`config.mk`:
```
export PLATFORM = sky130hd
export DESIGN_NAME = systolic_feeder
export DESIGN_NICKNAME = d
export VERILOG_FILES = /design/src/rtl/feeder_pkg.sv /design/src/rtl/operand_buffer.sv /design/src/rtl/systolic_feeder.sv
export SDC_FILE = /design/constraint.sdc
export NUM_CORES = 1
export LEC_CHECK = 0
export CORE_MARGIN = 2
export CORE_UTILIZATION = 40
export CTS_CLUSTER_DIAMETER = 60
export CTS_CLUSTER_SIZE = 12
export DETAILED_ROUTE_END_ITERATION = 10
export SETUP_SLACK_MARGIN = 0.5
export SYNTH_ARGS = -nofsm -noshare
export SYNTH_HDL_FRONTEND = slang
export SYNTH_HIERARCHICAL = 1
export SYNTH_SLANG_ARGS = --single-unit
```
`constraint.sdc`:
```
create_clock -name clk -period 6.6 [get_ports clk]
set_input_delay 1.32 -clock clk [delete_from_list [all_inputs] [get_ports clk]]
set_output_delay 1.32 -clock clk [all_outputs]
set_load 0.01 [all_outputs]
```
`src/rtl/feeder_pkg.sv`:
```
// Shared definitions for the systolic array feeder.
// Holds the feeder state encoding and the timing constants that tie the
// feeder run length to the PE pipeline depth.
package feeder_pkg;

    typedef enum logic [2:0] {
        IDLE   = 3'd0,
        CLEAR  = 3'd1,
        STREAM = 3'd2,
        DRAIN  = 3'd3,
        DONE   = 3'd4
    } state_t;

    // Zero-lane cycles after the last slice so the final product reaches
    // the PE output register before done is flagged.
    localparam int unsigned DRAIN_CYCLES = 3;
    localparam int unsigned PE_LATENCY   = 4;
    localparam int unsigned FRAC_BITS    = 6;

endpackage

```
`src/rtl/operand_buffer.sv`:
```
// Operand store of N lanes by K_MAX words, one write port, registered read
// of all N lanes at a single inner index.
// Ports: clk, rst (sync active-low, clears read register only),
//        wr_en/wr_lane/wr_k/wr_data (write port),
//        rd_en/rd_k (read request), rd_data (N lanes, zero when not reading).
module operand_buffer #(
    parameter int unsigned DATA_WIDTH = 12,
    parameter int unsigned N          = 4,
    parameter int unsigned K_MAX      = 16
) (
    input  logic                             clk,
    input  logic                             rst,
    input  logic                             wr_en,
    input  logic [$clog2(N)-1:0]             wr_lane,
    input  logic [$clog2(K_MAX)-1:0]         wr_k,
    input  logic [DATA_WIDTH-1:0]            wr_data,
    input  logic                             rd_en,
    input  logic [$clog2(K_MAX)-1:0]         rd_k,
    output logic [N*DATA_WIDTH-1:0]          rd_data
);

    logic [DATA_WIDTH-1:0]   mem_q [N][K_MAX];
    logic [N*DATA_WIDTH-1:0] rd_data_d;
    logic [N*DATA_WIDTH-1:0] rd_data_q;

    // Storage is deliberately not reset so operands survive a mid-run reset.
    always_ff @(posedge clk) begin
        if (wr_en) begin
            mem_q[wr_lane][wr_k] <= wr_data;
        end
    end

    // Gather one word per lane; zero lanes whenever no slice is requested.
    always_comb begin
        rd_data_d = '0;
        for (int i = 0; i < int'(N); i++) begin
            rd_data_d[i*DATA_WIDTH +: DATA_WIDTH] = rd_en ? mem_q[i][rd_k] : '0;
        end
    end

    always_ff @(posedge clk) begin
        if (!rst) begin
            rd_data_q <= '0;
        end else begin
            rd_data_q <= rd_data_d;
        end
    end

    assign rd_data = rd_data_q;

endmodule

```
`src/rtl/systolic_feeder.sv`:
```
// Source side of the matrix-multiply datapath: buffers A and B, clears the
// PE array on start, streams one aligned K-slice per cycle, drains, flags done.
// Ports: clk, rst (sync active-low), wr_* (buffer load, IDLE only),
//        k_len/start (run request), data_out/weight_out (lanes),
//        valid_out, pe_clear, busy, done (registered status).
module systolic_feeder
    import feeder_pkg::*;
#(
    parameter int unsigned DATA_WIDTH = 12,
    parameter int unsigned N          = 4,
    parameter int unsigned K_MAX      = 16
) (
    input  logic                           clk,
    input  logic                           rst,
    input  logic                           wr_en,
    input  logic                           wr_sel,
    input  logic [$clog2(N)-1:0]           wr_lane,
    input  logic [$clog2(K_MAX)-1:0]       wr_k,
    input  logic [DATA_WIDTH-1:0]          wr_data,
    input  logic [$clog2(K_MAX):0]         k_len,
    input  logic                           start,
    output logic [N*DATA_WIDTH-1:0]        data_out,
    output logic [N*DATA_WIDTH-1:0]        weight_out,
    output logic                           valid_out,
    output logic                           pe_clear,
    output logic                           busy,
    output logic                           done
);

    localparam int unsigned KW  = $clog2(K_MAX);
    localparam int unsigned KCW = KW + 1;
    localparam int unsigned DCW = $clog2(DRAIN_CYCLES);

    state_t           state_q, state_d;
    logic [KCW-1:0]   k_q, k_d;
    logic [KCW-1:0]   klen_q, klen_d;
    logic [DCW-1:0]   drain_q, drain_d;
    logic             valid_q, valid_d;
    logic             pe_clear_q, pe_clear_d;
    logic             busy_q, busy_d;
    logic             done_q, done_d;

    logic             wr_ok;
    logic             rd_en;
    logic [KW-1:0]    rd_k;

    // Writes land only while idle; a write alongside start still completes.
    assign wr_ok = wr_en && (state_q == IDLE);
    // Slice k is fetched on the edge that enters/stays in STREAM.
    assign rd_en = (state_d == STREAM);
    assign rd_k  = KW'(k_q);

    operand_buffer #(
        .DATA_WIDTH (DATA_WIDTH),
        .N          (N),
        .K_MAX      (K_MAX)
    ) u_buf_a (
        .clk     (clk),
        .rst     (rst),
        .wr_en   (wr_ok && !wr_sel),
        .wr_lane (wr_lane),
        .wr_k    (wr_k),
        .wr_data (wr_data),
        .rd_en   (rd_en),
        .rd_k    (rd_k),
        .rd_data (data_out)
    );

    operand_buffer #(
        .DATA_WIDTH (DATA_WIDTH),
        .N          (N),
        .K_MAX      (K_MAX)
    ) u_buf_b (
        .clk     (clk),
        .rst     (rst),
        .wr_en   (wr_ok && wr_sel),
        .wr_lane (wr_lane),
        .wr_k    (wr_k),
        .wr_data (wr_data),
        .rd_en   (rd_en),
        .rd_k    (rd_k),
        .rd_data (weight_out)
    );

    // Next state, counters and the registered status outputs of the state entered.
    always_comb begin
        state_d    = state_q;
        k_d        = k_q;
        klen_d     = klen_q;
        drain_d    = drain_q;

        case (state_q)
            IDLE: begin
                if (start) begin
                    klen_d  = (k_len > KCW'(K_MAX)) ? KCW'(K_MAX) : k_len;
                    k_d     = '0;
                    state_d = CLEAR;
                end
            end
            CLEAR: begin
                drain_d = '0;
                state_d = (klen_q == '0) ? DRAIN : STREAM;
            end
            STREAM: begin
                drain_d = '0;
                // k_q counts slices already fetched; all fetched means done streaming.
                if (k_q == klen_q) begin
                    state_d = DRAIN;
                end
            end
            DRAIN: begin
                if (drain_q == DCW'(DRAIN_CYCLES - 1)) begin
                    state_d = DONE;
                end else begin
                    drain_d = drain_q + DCW'(1);
                end
            end
            DONE: begin
                state_d = IDLE;
            end
            default: begin
                state_d = IDLE;
            end
        endcase

        if (state_d == STREAM) begin
            k_d = k_q + KCW'(1);
        end

        valid_d    = (state_d == STREAM);
        pe_clear_d = (state_d == CLEAR);
        busy_d     = (state_d != IDLE);
        done_d     = (state_d == DONE);
    end

    always_ff @(posedge clk) begin
        if (!rst) begin
            state_q    <= IDLE;
            k_q        <= '0;
            klen_q     <= '0;
            drain_q    <= '0;
            valid_q    <= 1'b0;
            pe_clear_q <= 1'b0;
            busy_q     <= 1'b0;
            done_q     <= 1'b0;
        end else begin
            state_q    <= state_d;
            k_q        <= k_d;
            klen_q     <= klen_d;
            drain_q    <= drain_d;
            valid_q    <= valid_d;
            pe_clear_q <= pe_clear_d;
            busy_q     <= busy_d;
            done_q     <= done_d;
        end
    end

    assign valid_out = valid_q;
    assign pe_clear  = pe_clear_q;
    assign busy      = busy_q;
    assign done      = done_q;

endmodule

```
# [Yosys cells after proc, flatten, opt, wreduce, memory -nomap -nowiden]
# Memories as Yosys holds them, arrays and structs flattened.
# Cells that the tools add are included.
[word_totals] register_bits=115 mem_bits_rw=1536 inputBits=28 output_inout_bits=100 memories=2
[classes] add_sub_neg=2 order_cmp=4 eq_ne=9 muxes=41 n_bitwise=2 n_reduce_logical=16
[mem_list] name="u_buf_a.mem_q" words=4 word_bits=192 rd=4 rd_ports_with_merged_regs=0 wr=1 line_no="operand_buffer.sv:22" text="logic [DATA_WIDTH-1:0] mem_q [N][K_MAX];"
[mem_list] name="u_buf_b.mem_q" words=4 word_bits=192 rd=4 rd_ports_with_merged_regs=0 wr=1 line_no="operand_buffer.sv:22"
[ops] op="12-bit binary-select mux with 4-bit select" count=8
[ops] op="192-bit two-way mux" count=2
[ops] op="12-bit two-way mux" count=17
[ops] op="12-bit demux with 4-bit select" count=1
[ops] op="5-bit two-way mux" count=4
[ops] op="3-bit one-hot mux with 4 select lines" count=1
[ops] op="5-bit greater-or-equal comparator (second input constant)" count=2
[ops] op="4-bit NOT with 5-bit output" count=2
[ops] op="3-bit by 2-bit equality test with 1-bit output (second input constant)" count=3
[ops] op="3-bit two-way mux" count=3
[ops] op="2-bit AND reduction" count=4
[ops] op="3-bit by 1-bit equality test with 1-bit output (second input constant)" count=2
[ops] op="2-bit nonzero test" count=3
[ops] op="5-bit by 1-bit adder with 5-bit output (second input constant)" count=1
[ops] op="5-bit equality test" count=1
[ops] op="5-bit greater-than comparator (second input constant)" count=1
[ops] op="5-bit logical NOT" count=1
[ops] op="5-bit by 1-bit less-than comparator with 1-bit output (second input constant)" count=1
[ops] op="1-bit logical AND" count=4
[ops] op="2-bit one-hot mux with 2 select lines" count=1
[ops] op="3-bit equality test (second input constant)" count=1
[ops] op="3-bit logical NOT" count=1
[ops] op="1-bit two-way mux" count=3
[ops] op="3-bit nonzero test" count=1
[ops] op="other kinds (6)" count=6

# [Logic depth before layout (Yosys ltp)]
# Gate-level depths: netlist of run 1.
[depth] ltp_word=6 depth_mapped=10 ltp_nobuf=8

# [By module]
# The synthesis of run 1 kept the hierarchy.
[modules_own_cells] mod="operand_buffer" n_inst=2 cells_per_inst=1699 area_per_inst_um2=30983.5
[modules_own_cells] mod="systolic_feeder" n_inst=1 cells_per_inst=110 area_per_inst_um2=972.2

# [Worst setup path before layout of run 1]
# No wires, ideal clock.
[synth_path] kind="input to register" start="in wr_en" end="mem u_buf_a/mem_q[2][144] (netlist bit), enable pin" setup_ps=380 arrival_time_ps=2585 setup_slack_ps=3634 stages=5 path_buffers=0 cell_sequence="nand2_1 nor2_1 nor3b_1 nand3_1 nor2_1"
[synth_between] elab_chain_cells=4
[synth_rtl] item="start: declaration" line_no="systolic_feeder.sv:15" text="input logic wr_en,"
[synth_rtl] item="1-bit logical AND" line_no="systolic_feeder.sv:48" text="assign wr_ok = wr_en && (state_q == IDLE);"
[synth_rtl] item="1-bit logical AND" line_no="systolic_feeder.sv:60" text=".wr_en (wr_ok && !wr_sel),"
[synth_rtl] item="1-bit two-way mux" line_no="operand_buffer.sv:28" text="if (wr_en) begin"
[synth_rtl] item="192-bit two-way mux (not written as such)" line_no="operand_buffer.sv:29" text="mem_q[wr_lane][wr_k] <= wr_data;"
[synth_rtl] item="end: declaration" line_no="operand_buffer.sv:22"
# Every way passes these cells.

# [Worst setup path in the final report of run 1]
[layout_path] start="in wr_sel" end="mem u_buf_b/mem_q[1][53] (netlist bit), enable pin"
[layout_between] elab_chain_cells=3
[layout_rtl] item="start: declaration" line_no="systolic_feeder.sv:16" text="input logic wr_sel,"
[layout_rtl] item="1-bit logical AND" line_no="systolic_feeder.sv:76" text=".wr_en (wr_ok && wr_sel),"
[layout_rtl] item="1-bit two-way mux" line_no="operand_buffer.sv:28"
[layout_rtl] item="192-bit two-way mux (not written as such)" line_no="operand_buffer.sv:29"
[layout_rtl] item="end: declaration" line_no="operand_buffer.sv:22"
# Every way passes these cells.

==> impl_metrics.tcl, run 1 <==
set metrics [dict create \
    status "completed" \
    design_area_sq_um 70800 \
    grtUsageTotal_pct 18.5 \
    clockPowerShare_pct 35.4 \
    ir_drop_v 0.000279 \
    synth_area_sq_um 62900 \
    wl_um 152000 \
    antenna_found_initial 6 \
    wire_per_inst_um 26.0 \
    placedCellCount 5537 \
    rsz0062_at_grt "no" \
    end_kind "flop" \
    power.leakage_nw 21.8 \
    path_cells "clkdlybuf4s50_1, and3_1, and3b_1, nand3_1, nor2_1" \
    synth-seq-area-share_pct 76.9 \
    stdcell_count 5845 \
    p_sw_mw 6.29 \
    reg2reg_slack_ns 2.93 \
    fp.dieArea_sq_um 161000 \
    p_per_area_nw_per_um2 341 \
    drv_cap 0 \
    ys_warn_count 6 \
    grt_pass1_vias 31100 \
    portBuffers 127 \
    hold_class "reg -> reg" \
    cts_resized 0 \
    core-area_sq_um 156000 \
    cts_buffer_depth 3 \
    ys_seq_elements 1651 \
    r2r_cells 5 \
    cts-root-buf "clkbuf_16" \
    r2r-end "u_buf_a/rd_data[19]" \
    synth_flop_cell "edfxtp_1" \
    synth_fp_nets 3538 \
    critPathMaxStageDelay_ns 1.11 \
    crit_fanout 12 \
    period_share_pct 58.0 \
    hold_ws_ns 0.500 \
    swShare_pct 26.0 \
    cp_slowest_cell "nor2_1" \
    setup_viol 0 \
    routabilityCongestion 0.770 \
    max-slew-margin-rel_pct 7.34 \
    ant_nets 0 \
    synth_edf_count 1536 \
    syn-mean-instance-area_sq_um 17.9 \
    totalNegativeSetupSlack_ns 0 \
    cp_top_family "simple AND/OR/NAND/NOR gates" \
    cts_tree "yes" \
    vias_per_cell 5.48 \
    hold_path_depth 2 \
    dp_hpwl_um 88300 \
    first_pass_iters 6 \
    seq_power_share_pct 48.4 \
    slew_violations 0 \
    first_iter_violations 3054 \
    startpoint_type "primary input" \
    grt_max_degree 140 \
    placed_area_sq_um 65900 \
    grt_first_pass_wirelength_um 218000 \
    drc_errors 0 \
    num_rows 145 \
    critPathKind "in -> reg" \
    clk_pin_slew_ns 0.05 \
    fmax_ghz 0.261 \
    syn_to_final_growth_pct 12.5 \
    nets 3672 \
    hold_violations 0 \
    skew_ns 0.0297 \
    yosys.cell_types.count 47 \
    die_x_um 401 \
    intPower_mw 17.9 \
    crit_arrival_ns 4.21 \
    required_ns 6.98 \
    post_cts_buffers 0 \
    clock_latency_ns 0.80 \
    h-tree-depth 4 \
    critPathBufInv 1 \
    initial_utilization_pct 40.3 \
    cts.sinks 1651 \
    synth-async-reset-ratio_pct 0 \
    cts_buffers 161 \
    die_y_um 401 \
    layout-drive-gt1-share_pct 8.12 \
    syn_inst 3508 \
    whs_endpoint "klen_q[4]" \
    num_vias 32000 \
    cts.hold.buffers_added 0 \
    min_from "klen_q[4]" \
    grt_overflow 0 \
    worstMarginPinSlew_ns 1.38 \
    power_frac_comb_pct 16.2 \
    min_period_ns 3.83 \
    timing.rr.start "k_q[0]" \
    io_pins 128 \
]
state kept, by name (all words and copies together), names as in the netlist:
register         cells
done                 1
u_buf_b/mem_q      768
u_buf_a/mem_q      768
pe_clear             1
drain_q              2
busy                 1
k_q                  5
klen_q               5
u_buf_a/rd_data     48
valid_out            1
state_q              3
u_buf_b/rd_data     48
how the worst max path moves through the flow:
stage	startpoint	to	slack [ns]	cells after the start
global route	wr_sel	u_buf_b/mem_q[0][144]	2.63	5
detailed placement	wr_lane[1]	u_buf_a/mem_q[3][20]	2.04	3
floorplan	wr_en	u_buf_a/mem_q[2][144]	3.63	5
global placement	wr_lane[1]	u_buf_a/mem_q[3][20]	2.10	3
CTS	wr_lane[1]	u_buf_a/mem_q[3][13]	2.86	3
finish	wr_sel	u_buf_b/mem_q[1][53]	2.77	5
layout make-up:
type / count / area [sq um]
multi-input combinational: 1648 / 13200
inverter: 3 / 11.3
fill: 13300 / 85400
timing repair buffer: 177 / 1680
clock inverter: 24 / 338
sequential: 1651 / 48400
antenna: 6 / 15.0
tap: 2058 / 2570
clock buffer: 278 / 4530
cells by family (layout without fill, tap and decap cells):
family                   count (synthesis)  after routing  share of synthesized area [%]
flip-flops                            1651           1651                           76.9
XOR/XNOR                                 6              6                         0.0835
adder cells (fa/ha/maj)                  2              2                         0.0398
buffers and inverters                  209            482                           2.18
AND/OR/NAND/NOR                        406            406                           2.77
AO/OA/AOI/OAI                          501            501                           5.61
multiplexers                           733            733                           12.4
other                                    0              6                              0
worst reg2reg max path: stages, from the launching register on:
cell and delay (ns):
dfxtp_4 0.76, buf_12 0.64, buf_12 0.76, mux4_2 0.83
o21ai_1 0.37, o21ai_1 0.16
synthesized netlist by cell type, types with 4 or more instances:
library cell / count / area (sq um)
xnor2_1: 4 / 35.0
clkbuf_1: 84 / 315
nand2_1: 195 / 732
nand2b_1: 5 / 31.3
and2_1: 5 / 31.3
buf_6: 48 / 541
nand3b_1: 4 / 30.0
dfxtp_1: 115 / 2300
a21oi_1: 7 / 35.0
o21ai_1: 75 / 375
a221oi_1: 36 / 315
o22ai_1: 61 / 382
a22oi_1: 312 / 2340
nor2_1: 136 / 510
nor2b_1: 13 / 81.3
mux4_2: 36 / 811
edfxtp_1: 1536 / 46100
nand3_1: 17 / 85.1
nor3b_1: 8 / 60.1
buf_2: 35 / 175
mux2i_1: 697 / 6980
buf_4: 33 / 248
nor2_2: 4 / 25.0
stage by stage:
stage               setup slack, ns  utilization [%]  power, mW
global placement               2.10             42.2       15.8
floorplan                      3.63                -       14.7
finish                         2.77             45.3       24.2
detailed placement             2.04             42.2       15.9
global route                   2.63             45.3       25.0
CTS                            2.86             45.3       24.4
per-layer routing:
metal	track usage (%)	part of all wire, %
met4	5.38	2.4
met5	0	0.022
met3	3.69	6.8
met2	29.3	48
met1	26.0	43
power by group through the flow:
stage	combinational, mW	clock (mW)	sequential [mW]
2_1_floorplan	2.83	0	11.9
3_3_place_gp	3.91	0	11.9
3_5_place_dp	3.93	0	11.9
4_1_cts	3.94	8.77	11.7
5_1_grt	4.15	9.18	11.7
6_report	3.91	8.56	11.7
cell usage in the layout (no fill, tap or decap), types with 4 or more instances in the layout:
cell type / instances
clkdlybuf4s50_1: 115
a21oi_1: 7
xnor2_1: 4
a221oi_1: 36
buf_4: 57
dfxtp_1: 113
mux4_2: 36
nor2b_1: 9
mux2i_1: 697
nor2b_4: 4
o21ai_1: 75
clkbuf_16: 163
edfxtp_1: 1536
nand3_1: 15
nand2b_1: 5
buf_12: 5
nand3b_1: 4
diode_2: 6
nor2_1: 136
nor3b_1: 8
a22oi_1: 312
nand2_1: 195
clkinv_8: 7
clkbuf_1: 113
o22ai_1: 61
No activity file was read; power rests on OpenSTA's default activity.
==> inputs of run 2 (changes only) <==
Clock period 6.6 ns to 3.7 ns, I/O delays scaled along.
==> run 2 against run 1 <==
Register-to-register slack got worse by 2.3 ns; first-iteration DRC count increased by 5.8%; combinational power increased by 83%; sequential power increased by 78%; largest cell class unchanged; largest power group unchanged; highest routed layer unchanged.
==> impl_metrics.tcl, run 2 (synthesis results as in run 1) <==
set metrics [dict create \
    h-tree-depth 4 \
    num_rows 145 \
    setup_slack_ns 0.634 \
    syn_to_final_growth_pct 15.2 \
    routabilityCongestion 0.789 \
    cts_buffers 166 \
    totalNegativeSetupSlack_ns 0 \
    timing.rr.start "state_q[0]" \
    cts_buffer_depth 3 \
    ant_nets 0 \
    min_period_ns 3.07 \
    fmax_ghz 0.326 \
    cts.sinks 1651 \
    vias_per_cell 5.43 \
    p_per_area_nw_per_um2 602 \
    cts.hold.buffers_added 0 \
    fillers 13200 \
    first_pass_iters 6 \
    cpMostUsedCell "buf_4" \
    drc_errors 0 \
    wl_um 154000 \
    initial_utilization_pct 40.3 \
    final_common_cell "edfxtp_1" \
    clock_latency_ns 0.81 \
    end_kind "flop" \
    core-area_sq_um 156000 \
    die_y_um 401 \
    hold_path_depth 1 \
    finalPower_mw 43.6 \
    layout-drive-gt1-share_pct 12.5 \
    grt_max_degree 129 \
    wire_per_inst_um 25.6 \
    power.leakage_nw 22.9 \
    status "completed" \
    grt_overflow 0 \
    critPathKind "reg -> reg" \
    startpoint_type "flop" \
    skew_ns 0.0519 \
    largest_registers "u_buf_a/mem_q x768, u_buf_b/mem_q x768" \
    dp_hpwl_um 92400 \
    hold_class "in -> reg" \
    path_cells "nor3_2, buf_4, and3_1, nor3b_1, nand2_1, nor2_1, buf_4" \
    cp_slowest_cell "nor3b_1" \
    io_pins 128 \
    rsz0062_at_grt "yes" \
    num_vias 32600 \
    design_area_sq_um 72500 \
    grt_pass1_vias 32200 \
    crit_arrival_ns 3.56 \
    fp.dieArea_sq_um 161000 \
    placed_area_sq_um 67500 \
    crit_fanout 12 \
    cts_tree "yes" \
    crit_start "state_q[0]" \
    hold_violations 0 \
    placedCellCount 5710 \
    period_share_pct 82.9 \
    cts-root-buf "clkbuf_16" \
    first_iter_violations 3232 \
    worstMarginPinSlew_ns 1.01 \
    setup_viol 0 \
    critPathMaxStageDelay_ns 0.55 \
    stdcell_count 6004 \
    nets 3850 \
    slew_violations 0 \
    grtUsageTotal_pct 18.7 \
    grt_first_pass_wirelength_um 222000 \
    final_cell_mix "edfxtp_1, mux2i_1, a22oi_1, buf_4, nand2_1" \
    r2r_cells 7 \
    drv_cap 0 \
    antenna_found_initial 4 \
    portBuffers 127 \
    clk_pin_slew_ns 0.06 \
    max-slew-margin-rel_pct 32.4 \
    pre_cts_ws_ns 0.256 \
    die_x_um 401 \
    ir_drop_v 0.000510 \
    min_from "wr_data[11]" \
    required_ns 4.20 \
]
==> run 2: changes by cell type in the layout (fill, tap and decap cells not counted), sizes merged <==
cell	previous run	this run
buf	62	235
clkbuf	278	259
inv	10	19
bufinv	0	1
diode	6	1
clkinvlp	0	1
clkinv	17	16
==> run 2: critical path: cells and delay by family (launching register included) <==
family / cells / cell delay [ns]
buffers and inverters: 2 / 0.45
and+or+nand+nor: 5 / 1.90
DFF: 1 / 0.39
==> run 2: power by group <==
group / switching, mW / total [mW] / internal, mW
Combinational: 4.22 / 7.16 / 2.93
Clock: 7.09 / 15.7 / 8.60
Sequential: 0.155 / 20.8 / 20.6
==> run 2: what timing repair did <==
item | CTS | global route
resized for setup | 0 | 1
setup endpoints to repair | 0 | 48
buffers inserted | 0 | 0
==> run 2: layer usage <==
| layer | GRT usage, % | part of all wire (%) |
|---|---|---|
| met3 | 3.01 | 5.9 |
| met1 | 25.9 | 43 |
| met5 | 0 | 0.018 |
| met4 | 5.74 | 2.5 |
| met2 | 30.5 | 48 |
==> run 2: per-stage QoR <==
stage / utilization (%) / hold WS [ns]
after floorplan: - / 0.464
after global placement: 43.2 / 0.480
after detailed placement: 43.2 / 0.487
after CTS: 46.4 / 0.180
after global routing: 46.4 / 0.205
final: 46.4 / 0.220
==> run 2: final timing paths <==
| kind | endpoint | slack [ns] |
|---|---|---|
| worst min-delay path | u_buf_a/mem_q[1][35] | 0.22 |
| worst min register to register | k_q[4] | 0.49 |
| worst max-delay path | u_buf_b/mem_q[1][173] | 0.63 |
| worst max register to register | u_buf_b/mem_q[1][173] | 0.63 |
==> run 2: area by class of cell <==
cell class                      instances  area (sq um)  area share (%)
Sequential cell                      1651         48400            66.8
Timing Repair Buffer                  350          3280            4.52
Multi-Input combinational cell       1648         13200            18.2
Clock inverter                         34           485           0.670
Inverter                                3          11.3          0.0155
Antenna cell                            1          2.50         0.00345
Tap cell                             2058          2570            3.55
Clock buffer                          259          4520            6.24
